### config.mk
export PLATFORM = sky130hd
export DESIGN_NAME = ddr3_ba_lane_ctrl
export DESIGN_NICKNAME = d
export VERILOG_FILES = /design/src/rtl/ddr3_ba_lane_ctrl.sv
export SDC_FILE = /design/constraint.sdc
export NUM_CORES = 1
export LEC_CHECK = 0
export BUFFER_PORTS_ARGS = -buffer_cell sky130_fd_sc_hd__buf_2
export CORE_MARGIN = 2
export CORE_UTILIZATION = 54
export DETAILED_ROUTE_END_ITERATION = 10
export GPL_ROUTABILITY_DRIVEN = 0
export PLACE_DENSITY = 0.84
export RECOVER_POWER = 25
export REMOVE_ABC_BUFFERS = 1
export SYNTH_ARGS = -nofsm -noshare
export SYNTH_HDL_FRONTEND = slang
export SYNTH_SLANG_ARGS = --single-unit
### constraint.sdc
create_clock -name i_fab_clk -period 2.9 [get_ports i_fab_clk]
set_clock_uncertainty 0.15 [all_clocks]
set_input_delay 0.58 -clock i_fab_clk [delete_from_list [all_inputs] [get_ports i_fab_clk]]
set_output_delay 0.58 -clock i_fab_clk [all_outputs]
set_load 0.1 [all_outputs]
### src/rtl/ddr3_ba_lane_ctrl.sv
// DDR3 bank-address lane controller: turns four-phase DFI bank addresses into
// per-lane serializer words and sequences per-lane delay-line trim
// (load, settle, timed moves, range-error abort).
module ddr3_ba_lane_ctrl #(
  parameter int NUM_LANES     = 3,
  parameter int SETTLE_CYCLES = 4,
  parameter int MAX_TAPS      = 127
) (
  input  logic        i_fab_clk,
  input  logic        i_tx_sync_rst,
  input  logic [11:0] i_dfi_bank,
  input  logic [3:0]  i_dfi_cmd_valid,
  input  logic        i_oe_req,
  input  logic        i_trim_req,
  input  logic [1:0]  i_trim_lane,
  input  logic [7:0]  i_trim_taps,
  input  logic        i_trim_dir,
  output logic        o_trim_busy,
  output logic        o_trim_done,
  output logic        o_trim_err,
  output logic [3:0]  o_tx_data_0,
  output logic [3:0]  o_tx_data_1,
  output logic [3:0]  o_tx_data_2,
  output logic [3:0]  o_oe_data_0,
  output logic [3:0]  o_oe_data_1,
  output logic [3:0]  o_oe_data_2,
  output logic        o_odt_en_0,
  output logic        o_odt_en_1,
  output logic        o_odt_en_2,
  output logic        o_delay_line_load_0,
  output logic        o_delay_line_load_1,
  output logic        o_delay_line_load_2,
  output logic        o_delay_line_move_0,
  output logic        o_delay_line_move_1,
  output logic        o_delay_line_move_2,
  output logic        o_delay_line_direction_0,
  output logic        o_delay_line_direction_1,
  output logic        o_delay_line_direction_2,
  input  logic        i_delay_line_out_of_range_0,
  input  logic        i_delay_line_out_of_range_1,
  input  logic        i_delay_line_out_of_range_2
);

  typedef enum logic [2:0] {S_IDLE, S_LOAD, S_SETTLE, S_MOVE, S_GAP, S_DONE} state_t;

  localparam logic [7:0] MAX_TAPS_W  = 8'(MAX_TAPS);
  localparam logic [3:0] SETTLE_LAST = 4'(SETTLE_CYCLES - 1);

  // ---------------- data path ----------------
  logic [11:0]                r_bank_p0;
  logic [3:0]                 r_cvld_p0;
  logic                       r_oe_p0;
  logic [2:0]                 r_hold;
  logic [2:0]                 w_prev;
  logic [3:0][2:0]            w_res;
  logic [NUM_LANES-1:0][3:0]  w_tx;
  logic [NUM_LANES-1:0][3:0]  r_tx_p1;
  logic                       r_oe_p1;

  // Stage 0: capture the DFI phase words and OE request
  always_ff @(posedge i_fab_clk) begin
    if (i_tx_sync_rst) begin
      r_bank_p0 <= '0;
      r_cvld_p0 <= '0;
      r_oe_p0   <= 1'b0;
    end else begin
      r_bank_p0 <= i_dfi_bank;
      r_cvld_p0 <= i_dfi_cmd_valid;
      r_oe_p0   <= i_oe_req;
    end
  end

  // Resolve each phase: invalid phases repeat the previous phase's bank,
  // phase 0 falls back to the last bank of the prior cycle
  always_comb begin
    w_prev = r_hold;
    w_res  = '0;
    for (int p = 0; p < 4; p++) begin
      if (r_cvld_p0[p]) w_prev = r_bank_p0[3*p +: 3];
      w_res[p] = w_prev;
    end
  end

  // Transpose phase-major banks into one 4-bit word per address bit
  always_comb begin
    w_tx = '0;
    for (int n = 0; n < NUM_LANES; n++) begin
      for (int p = 0; p < 4; p++) begin
        w_tx[n][p] = w_res[p][n];
      end
    end
  end

  // Stage 1: serializer words and phase-hold register
  always_ff @(posedge i_fab_clk) begin
    if (i_tx_sync_rst) begin
      r_tx_p1 <= '0;
      r_oe_p1 <= 1'b0;
      r_hold  <= '0;
    end else begin
      r_tx_p1 <= w_tx;
      r_oe_p1 <= r_oe_p0;
      r_hold  <= w_res[3];
    end
  end

  assign o_tx_data_0 = r_tx_p1[0];
  assign o_tx_data_1 = r_tx_p1[1];
  assign o_tx_data_2 = r_tx_p1[2];
  assign o_oe_data_0 = {4{r_oe_p1}};
  assign o_oe_data_1 = {4{r_oe_p1}};
  assign o_oe_data_2 = {4{r_oe_p1}};
  assign o_odt_en_0  = 1'b0;
  assign o_odt_en_1  = 1'b0;
  assign o_odt_en_2  = 1'b0;

  // ---------------- trim sequencer ----------------
  state_t                 r_state, w_next;
  logic [1:0]             r_lane;
  logic [7:0]             r_taps;
  logic                   r_dir;
  logic                   r_err;
  logic                   r_rej;
  logic [3:0]             r_wait;
  logic                   w_accept, w_reject, w_oor, w_wait_done, w_dir_on, w_oor_st;
  logic [NUM_LANES-1:0]   w_sel, w_oor_vec;

  assign w_accept    = (r_state == S_IDLE) && i_trim_req;
  assign w_reject    = (i_trim_lane == 2'd3) || (i_trim_taps > MAX_TAPS_W);
  assign w_oor_vec   = {i_delay_line_out_of_range_2, i_delay_line_out_of_range_1,
                        i_delay_line_out_of_range_0};
  assign w_oor       = |(w_sel & w_oor_vec);
  assign w_oor_st    = w_oor && ((r_state == S_SETTLE) || (r_state == S_MOVE) ||
                                 (r_state == S_GAP));
  assign w_wait_done = (r_wait == 4'd0);

  // One-hot decode of the latched lane; lane 3 selects nothing
  always_comb begin
    w_sel = '0;
    for (int n = 0; n < NUM_LANES; n++) w_sel[n] = (r_lane == 2'(n));
  end

  // Next-state logic
  always_comb begin
    w_next = r_state;
    case (r_state)
      S_IDLE:   if (i_trim_req) w_next = w_reject ? S_DONE : S_LOAD;
      S_LOAD:   w_next = S_SETTLE;
      S_SETTLE, S_GAP: begin
        if (w_oor)            w_next = S_DONE;
        else if (w_wait_done) w_next = (r_taps == 8'd0) ? S_DONE : S_MOVE;
      end
      S_MOVE:   w_next = w_oor ? S_DONE : S_GAP;
      S_DONE:   w_next = S_IDLE;
      default:  w_next = S_IDLE;
    endcase
  end

  // State register, settle timer and error status
  always_ff @(posedge i_fab_clk) begin
    if (i_tx_sync_rst) begin
      r_state <= S_IDLE;
      r_wait  <= '0;
      r_err   <= 1'b0;
      r_rej   <= 1'b0;
    end else begin
      r_state <= w_next;
      if ((r_state == S_LOAD) || (r_state == S_MOVE)) r_wait <= SETTLE_LAST;
      else if (!w_wait_done)                          r_wait <= r_wait - 4'd1;
      if (w_accept) begin
        r_err <= w_reject;
        r_rej <= w_reject;
      end else if (w_oor_st) begin
        r_err <= 1'b1;
      end
    end
  end

  // Latched trim request; the tap count only decrements in MOVE, which is
  // entered solely with a non-zero count
  always_ff @(posedge i_fab_clk) begin
    if (w_accept) begin
      r_lane <= i_trim_lane;
      r_taps <= i_trim_taps;
      r_dir  <= i_trim_dir;
    end else if (r_state == S_MOVE) begin
      r_taps <= r_taps - 8'd1;
    end
  end

  assign w_dir_on = r_dir && ((r_state == S_LOAD) || (r_state == S_SETTLE) ||
                              (r_state == S_MOVE) || (r_state == S_GAP) ||
                              ((r_state == S_DONE) && !r_rej));

  assign o_trim_busy = (r_state != S_IDLE) && (r_state != S_DONE);
  assign o_trim_done = (r_state == S_DONE);
  assign o_trim_err  = r_err;

  assign o_delay_line_load_0      = (r_state == S_LOAD) && w_sel[0];
  assign o_delay_line_load_1      = (r_state == S_LOAD) && w_sel[1];
  assign o_delay_line_load_2      = (r_state == S_LOAD) && w_sel[2];
  assign o_delay_line_move_0      = (r_state == S_MOVE) && w_sel[0];
  assign o_delay_line_move_1      = (r_state == S_MOVE) && w_sel[1];
  assign o_delay_line_move_2      = (r_state == S_MOVE) && w_sel[2];
  assign o_delay_line_direction_0 = w_dir_on && w_sel[0];
  assign o_delay_line_direction_1 = w_dir_on && w_sel[1];
  assign o_delay_line_direction_2 = w_dir_on && w_sel[2];

endmodule
==> impl_metrics.toml, run 1 <==
[detailed_routing]
drc_errors = 0
detail-route-antenna-nets = 0
wl_met2_um = 2030
dr.max_layer_used = "met4"
wl_met3_um = 187
avgRoutedWirePerCell_um = 12.1
drt_first_pass_iters = 4
via_count = 1687
viasPerCell = 5.01
wirelength_um = 4080
drt_iter0_drc = 56
m1WireLength_um = 1800

[final_layout]
final_cell_area_mm2 = 0.00263
drive_gt1_share_pct = 31.4
nFillCells = 332
syn2layout_area_growth_pct = 14.5
nets = 325
antenna_cells = 0

[clocking]
cts_tree = "built"
numCtsBuffers = 5
clk_path_buf_depth = 2
clkLatencyLatePin_ns = 0.30
clock-sinks = 50
cts_root_buffer = "clkbuf_8"
cts_setup_buffers = 0
cts.reportedPaths.clkPinSlew_ns = 0.09
htreeDepth = 2

[power_and_ir_drop]
p_leak_uw = 0.00117
finalPower_uw = 2720
pwr_density_cell_mw_per_mm2 = 1040
peakVddDrop_v = 0.000549

[floorplan]
boundaryPins = 73
start_util_pct = 56.9
rows = 23
die_h_um = 69.2
core_mm2 = 0.00403
die_x_um = 69.2
die_area_mm2 = 0.00478

[grt]
gr-usage-all-layers_pct = 18.3
grt_max_degree = 23
grt_pass1_vias = 1603
grt_first_pass_wirelength_um = 7160
overflow = 0
antenna_found_initial = 0

[setup_path]
worstSetupPathType = "register to primary output"
cp_max_fo = 13
worstPathRequired_ns = 2.17
crit_chain = "nand2b_1, nor4b_1, clkbuf_4"
startpoint_type = "register"
end_kind = "primary output"
crit_path_max_incr_delay_ns = 0.59
critPathSlowestCell = "dfxtp_1"
worstPathArrival_ns = 1.95

[yosys]
ys.flop_type = "dfxtp_1"
synth_cells = 233
synth.avg_cell_area_um2 = 9.84
yosysUniqueCellTypes = 40
synth_area_mm2 = 0.00229
yosys_warnings = 0
seq_area_frac_synth_pct = 48.5
ys_seq_elements = 50
ys_async_sr_fraction_pct = 0
synth_edf_count = 11

[hold_path]
hold_class = "input port to register"

[sta]
slew_headroom_pct = 46.8
fmax_mhz = 373
fin_ws_ns = 0.218
min_period_ns = 2.68
rsz0062_at_grt = "no"
timing.final.max_slew_violations = 0
worst_slew_pin_slew_ns = 0.798
setup_viol = 0
fin_crit_sh_pct = 92.5
hold_viol_final = 0

[flow_run]
drv_cap = 0

[place]
dp_hpwl_um = 3120
dpl-instance-area_mm2 = 0.00255
place_ws_ns = 0.503
port_buffers = 69

[outcome]
status = "complete, no violations"
==> layout by cell type, fill, tap and decap left out, types with 3 or more instances in the layout <==
master / netlist / final
a21oi_1: 9 / 9
ha_1: 4 / 4
nor2b_1: 26 / 26
nor2_1: 17 / 17
xor2_1: 4 / 4
conb_1: 1 / 3
clkbuf_1: 3 / 4
edfxtp_1: 11 / 11
mux2i_1: 7 / 7
inv_1: 6 / 6
buf_2: 4 / 64
dfxtp_1: 39 / 39
nand2_1: 23 / 23
nor3_1: 7 / 7
nor4_1: 3 / 3
xnor2_1: 6 / 6
clkbuf_8: 0 / 5
o21ai_0: 13 / 13
mux2_2: 3 / 3
nand2b_1: 4 / 4
==> Yosys cell counts (all sizes together) (2+ instances only) <==
cell	count	area share [%]
nor4b	3	1.4
mux2	3	1.5
ha	4	2.2
nor3	7	1.5
inv	6	0.98
clkbuf	3	0.49
nor3b	3	1.2
o21ai	15	3.6
mux2i	7	3.1
nor4	4	1.4
xor2	4	1.5
nor2b	26	7.1
nand2	23	3.8
edfxtp	11	14
xnor2	6	2.3
and3	3	0.87
dfxtp	39	34
nor2	17	2.8
nand3	2	0.44
buf	24	7.4
a21oi	11	3.1
nand2b	5	1.7
==> state kept, by name, summed over array words and instances, names as in the netlist <==
register	cells
r_bank_p0	12
r_taps	8
r_cvld_p0	4
r_wait	4
o_tx_data_0	3
o_tx_data_1	3
o_tx_data_2	3
r_hold	3
r_state	3
r_lane	2
o_trim_err	1
r_dir	1
r_oe_p0	1
r_oe_p1	1
r_rej	1
==> report_power, final <==
part | total (µW) | switching, µW | internal (µW)
registers | 1090 | 179 | 912
logic | 1260 | 875 | 383
clock network | 374 | 212 | 162
==> per-stage QoR <==
step	util [%]	instances	setup TNS, ns	hold WS (ns)
4_1_cts	65.2	337	0	0.293
3_5_place_dp	63.3	330	0	0.303
5_1_grt	65.2	337	0	0.294
6_report	65.2	337	0	0.303
2_1_floorplan	-	208	-79.34	0.264
3_3_place_gp	63.3	330	0	0.270
==> area by class of cell <==
type                    instances  area, µm²  area share [%]
clock buffers                   5       68.8            2.62
clock inverters                 2       10.0           0.381
inverters                       6       22.5           0.858
multi-input cells             152        985            37.5
flip-flops and latches         50       1110            42.3
well taps                      50       62.6            2.38
repair buffers                 72        365            13.9
==> layer usage <==
| layer | track usage [%] | up-vias |
|---|---|---|
| met5 | 0 | - |
| met4 | 6.54 | 0 |
| li1 | - | 862 |
| met1 | 23.3 | 774 |
| met2 | 30.7 | 45 |
| met3 | 3.95 | 6 |
==> critical path, delay by kind of cell (launching register included) <==
family | cells | cell delay (ns)
AND/OR/NAND/NOR | 2 | 0.66
flip-flops | 1 | 0.59
buffers and inverters | 1 | 0.40
==> worst paths after layout <==
kind | from | slack [ns] | depth (start not counted) | end
max | r_state[0] | 0.22 | 3 | o_delay_line_load_1
min | i_trim_dir | 0.30 | 1 | r_dir
max reg2reg | r_wait[0] | 1.12 | 7 | r_state[2]
min reg2reg | r_oe_p0 | 0.31 | 1 | r_oe_p1
==> logic make-up (layout without fill, tap and decap cells) <==
logic type      count (synthesis)  in the layout  share of synthesized area (%)
buf+inv                        33             85                           8.90
flops                          50             50                           48.5
mux                            10             10                           4.53
other cells                     1              3                          0.164
xor+xnor                       10             10                           3.82
fa+ha+maj                       4              4                           2.18
compound gates                 32             32                           9.77
simple gates                   93             93                           22.2
==> repair_timing <==
item,in CTS,in global routing
hold buffers,0,0
resized for setup,0,2
setup endpoints to repair,0,2
Power figures use the tool's default switching activity.
==> inputs of run 2 (changes only) <==
clock period = 3.4 ns   (was 2.9 ns; I/O delays follow)
==> run 2 against run 1 <==
Non-clock buffer count fell by 1. Setup slack improved by 0.33 ns. Count of clock-buffer cells in the layout did not move. Critical path depth did not move. Total power fell by 14%. Global-route usage fell by 1.1 points. Design area rose by 0.33%. Critical path type unchanged. Largest cell class unchanged.
==> impl_metrics.toml, run 2 (synthesis gave the netlist of run 1 again) <==
[clocking]
htreeDepth = 2
numCtsBuffers = 5
cts_resized = 0
cts_hold_buf = 0
cts_root_buffer = "clkbuf_8"
cts.reportedPaths.clkPinSlew_ns = 0.10
clk_path_buf_depth = 2
cts_tree = "built"
cts_setup_buffers = 0
clock-sinks = 50
clkLatencyLatePin_ns = 0.30

[setup_path]
end_kind = "primary output"
worstSetupPathType = "register to primary output"
worstPathRequired_ns = 2.57
crit_chain = "nand2b_1, nor4b_1, buf_2"
crit_buf_inv = 1
critPathSlowestCell = "dfxtp_1"
cp_max_fo = 13
startpoint_type = "register"
critPathTopFamily = "simple AND/OR/NAND/NOR gates"
worstPathArrival_ns = 2.02
crit_path_max_incr_delay_ns = 0.59

[sta]
worst_slew_pin_slew_ns = 0.817
min_period_ns = 2.85
timing.final.max_slew_violations = 0
fmax_mhz = 351
rsz0062_at_grt = "no"
slew_headroom_pct = 45.5
hold_viol_final = 0
setup_viol = 0
fin_crit_sh_pct = 83.9

[power_and_ir_drop]
sw_frac_of_total_pct = 46.8
p_int_uw = 1250
p_leak_uw = 0.00118
switchingPower_uw = 1100
combPwrFrac_pct = 44.9
seqPwrFrac_pct = 39.7
peakVddDrop_v = 0.000412
power_frac_clock_pct = 15.3
pwr_density_cell_mw_per_mm2 = 891
finalPower_uw = 2350

[final_layout]
nets = 324
drive_gt1_share_pct = 32.1
seqCellArea_mm2 = 0.00111
antenna_cells = 0
syn2layout_area_growth_pct = 14.9
finish.utilization_pct = 65.4
regMostFlops = "r_bank_p0"
most-common-layout-cells = "buf_2, dfxtp_1, nor2b_1"
multiInputGateArea_um2 = 985
largest_register_ffs = 12
layout_commonest_cell = "buf_2"
reg_top3 = "r_bank_p0 x12, r_taps x8"
nFillCells = 332

[detailed_routing]
drt_first_pass_iters = 4
drc_errors = 0
avgRoutedWirePerCell_um = 11.8
detail-route-antenna-nets = 0
drt_iter0_drc = 72
wirelength_um = 3970
via_count = 1635
viasPerCell = 4.85

[place]
dp_hpwl_um = 3060
port_buffers = 69

[floorplan]
rows = 23
boundaryPins = 73
die_area_mm2 = 0.00478
die_x_um = 69.2
core_mm2 = 0.00403
die_h_um = 69.2
start_util_pct = 56.9

[outcome]
status = "complete, no violations"

[flow_run]
drv_cap = 0

[grt]
gr-usage-all-layers_pct = 17.2
antenna_found_initial = 0
grt_max_degree = 23
grt_pass1_vias = 1539
grt_first_pass_wirelength_um = 6720
overflow = 0

[hold_path]
hold_class = "register to register"
[run 2: changes by cell type in the layout (fill, tap and decap cells not counted), sizes merged]
cell	previous run	this run
clkinv	2	1
inv	6	8
clkbuf	11	7
buf	66	69
[run 2: worst register-to-register path: stages (launching register included)]
cell	delay (ns)
dfxtp_1	0.45
nor2_1	0.22
nand2_1	0.07
a21oi_1	0.64
[run 2: worst paths after layout]
kind / cells after the start / end / slack [ns] / startpoint
min reg2reg: 1 / r_oe_p1 / 0.29 / r_oe_p0
max reg2reg: 3 / r_taps[4] / 1.50 / r_state[0]
max: 3 / o_delay_line_load_1 / 0.55 / r_state[0]
min: 1 / r_oe_p1 / 0.29 / r_oe_p0
[run 2: area by class of cell]
cell class | count | share of cell area [%]
timing repair buffer | 71 | 13.5
inverter | 6 | 0.855
clock inverter | 3 | 1.09
tap | 50 | 2.38
multi-input combinational | 152 | 37.4
clock buffer | 5 | 2.61
sequential | 50 | 42.2
[run 2: through the flow]
stage          instances  hold WS (ns)  TNS [ns]  instance area (µm²)  worst slack, ns
2_1_floorplan        208         0.264    -71.34                 2120            -5.43
4_1_cts              337         0.299         0                 2640            0.550
5_1_grt              337         0.326         0                 2630            0.356
6_report             337         0.291         0                 2630            0.547
3_3_place_gp         329         0.270         0                 2540            0.952
3_5_place_dp         329         0.278         0                 2540            0.879
[run 2: routing by layer]
layer  routed length (µm)  global-route usage (%)  vias up
li1                     -                       -      862
met1                 1790                    21.5      727
met2                 1970                    29.9       44
met3                  160                    3.22        2
met4                   36                    5.88        0
met5                    0                       0        -
[run 2: power by group through the flow]
stage	Clock [µW]	Sequential (µW)	Combinational, µW
detailed placement	0	945	1060
floorplan	0	1050	748
global placement	0	935	1030
global route	395	962	1140
CTS	372	932	1060
finish	360	932	1050
==> inputs of run 3 (changes only) <==
CORE_UTILIZATION = 50   (was 54)
PLACE_DENSITY = 0.79   (was 0.84)
clock period = 2.9 ns   (was 3.4 ns; I/O delays follow)
==> run 3 against run 2 <==
Critical path depth is the same. Critical endpoint is now o_delay_line_move_0. Count of clock-buffer cells in the layout is the same. Die area grew 7.5%. Sequential power grew 18%. Critical path type unchanged. Core utilization shrank 5.0 points. First-iteration DRC count shrank 18%. Wire length grew 3.0%. Sequential share of layout area shrank 0.15 points. Via count grew 1.8%.
==> impl_metrics.toml, run 3 (synthesis gave the netlist of run 1 again) <==
[final_layout]
most-common-layout-cells = "buf_2, dfxtp_1, nor2b_1"
syn2layout_area_growth_pct = 15.4
regMostFlops = "r_bank_p0"
largest_register_ffs = 12
nets = 325
antenna_cells = 0
nFillCells = 381
layout_commonest_cell = "buf_2"
reg_top3 = "r_bank_p0 x12, r_taps x8"
fin_cells = 340
drive_gt1_share_pct = 32.3
finish.utilization_pct = 60.4

[detailed_routing]
viasPerCell = 4.89
via_count = 1664
detail-route-antenna-nets = 0
drt_iter0_drc = 59
drc_errors = 0
wirelength_um = 4090
avgRoutedWirePerCell_um = 12.0
drt_first_pass_iters = 3

[power_and_ir_drop]
power_frac_clock_pct = 15.1
p_int_uw = 1470
seqPwrFrac_pct = 39.5
pwr_density_cell_mw_per_mm2 = 1050
sw_frac_of_total_pct = 46.9
switchingPower_uw = 1300
p_leak_uw = 0.00118
peakVddDrop_v = 0.000571
combPwrFrac_pct = 45.3

[grt]
antenna_found_initial = 0
overflow = 0
gr-usage-all-layers_pct = 16.3
grt_max_degree = 23
grt_first_pass_wirelength_um = 6450
grt_pass1_vias = 1420

[setup_path]
worstPathArrival_ns = 1.93
worstSetupPathType = "register to primary output"
cp_max_fo = 12
end_kind = "primary output"
worstPathRequired_ns = 2.17
startpoint_type = "register"

[clocking]
htreeDepth = 2
cts_resized = 0
clk_path_buf_depth = 2
clock-sinks = 50
cts_setup_buffers = 0
cts_tree = "built"
cts_hold_buf = 0
numCtsBuffers = 5
cts.reportedPaths.clkPinSlew_ns = 0.09
clkLatencyLatePin_ns = 0.30
cts_root_buffer = "clkbuf_8"

[floorplan]
start_util_pct = 52.3
rows = 24
core_mm2 = 0.00438
die_x_um = 71.7
die_area_mm2 = 0.00514
die_h_um = 71.7
boundaryPins = 73

[place]
dp_hpwl_um = 3140
place_ws_ns = 0.485
placed_cells = 332
port_buffers = 69

[hold_path]
hold_class = "input port to register"

[sta]
timing.final.max_slew_violations = 0
holdWs_ns = 0.301
min_period_ns = 2.66
hold_viol_final = 0
rsz0062_at_grt = "no"
setup_viol = 0
slew_headroom_pct = 45.5
worst_slew_pin_slew_ns = 0.818
fin_ws_ns = 0.237
fin_crit_sh_pct = 91.8
fmax_mhz = 375

[flow_run]
drv_cap = 0

[outcome]
status = "complete, no violations"
## run 3: cell types whose count changed in the layout (fill, tap and decap cells not counted), sizes merged
cell,delta
clkbuf,+3
buf,-2
## run 3: worst max-delay path: stages (launching register included)
cell and delay [ns]:
dfxtp_1 0.60, inv_1 0.23, nor4_1 0.32, buf_2 0.48
## run 3: worst paths after layout
check	from	cells past startpoint	slack, ns	end
min reg2reg	r_oe_p0	1	0.32	r_oe_p1
min	i_trim_dir	1	0.30	r_dir
max reg2reg	r_wait[0]	7	1.13	r_state[1]
max	r_state[1]	3	0.24	o_delay_line_move_0
## run 3: through the flow
| stage | total power (µW) | TNS (ns) | area (µm²) |
|---|---|---|---|
| after detailed placement | 2370 | 0 | 2550 |
| after floorplan | 2100 | -79.34 | 2120 |
| after CTS | 2790 | 0 | 2650 |
| after global routing | 2950 | 0 | 2650 |
| after global placement | 2330 | 0 | 2550 |
| final | 2770 | 0 | 2650 |
## run 3: cell type report
| type | count | area (µm²) | area share [%] |
|---|---|---|---|
| Sequential cell | 50 | 1110 | 42.0 |
| Multi-Input combinational cell | 152 | 985 | 37.2 |
| Timing Repair Buffer | 72 | 367 | 13.9 |
| Clock buffer | 5 | 68.8 | 2.60 |
| Tap cell | 52 | 65.1 | 2.46 |
| Clock inverter | 3 | 26.3 | 0.993 |
| Inverter | 6 | 22.5 | 0.851 |
## run 3: power by group through the flow
stage / combinational (µW) / sequential, µW / clock, µW
after global routing: 1370 / 1120 / 461
after global placement: 1230 / 1090 / 0
final: 1260 / 1100 / 420
after floorplan: 877 / 1230 / 0
after detailed placement: 1260 / 1110 / 0
after CTS: 1270 / 1090 / 435
## run 3: routing by layer
metal / up-vias / part of all wire, % / GRT usage (%)
met2: 48 / 48 / 27.2
met5: - / 0 / 0
li1: 863 / - / -
met3: 4 / 5.5 / 4.50
met1: 749 / 45 / 20.1
met4: 0 / 1.3 / 6.29
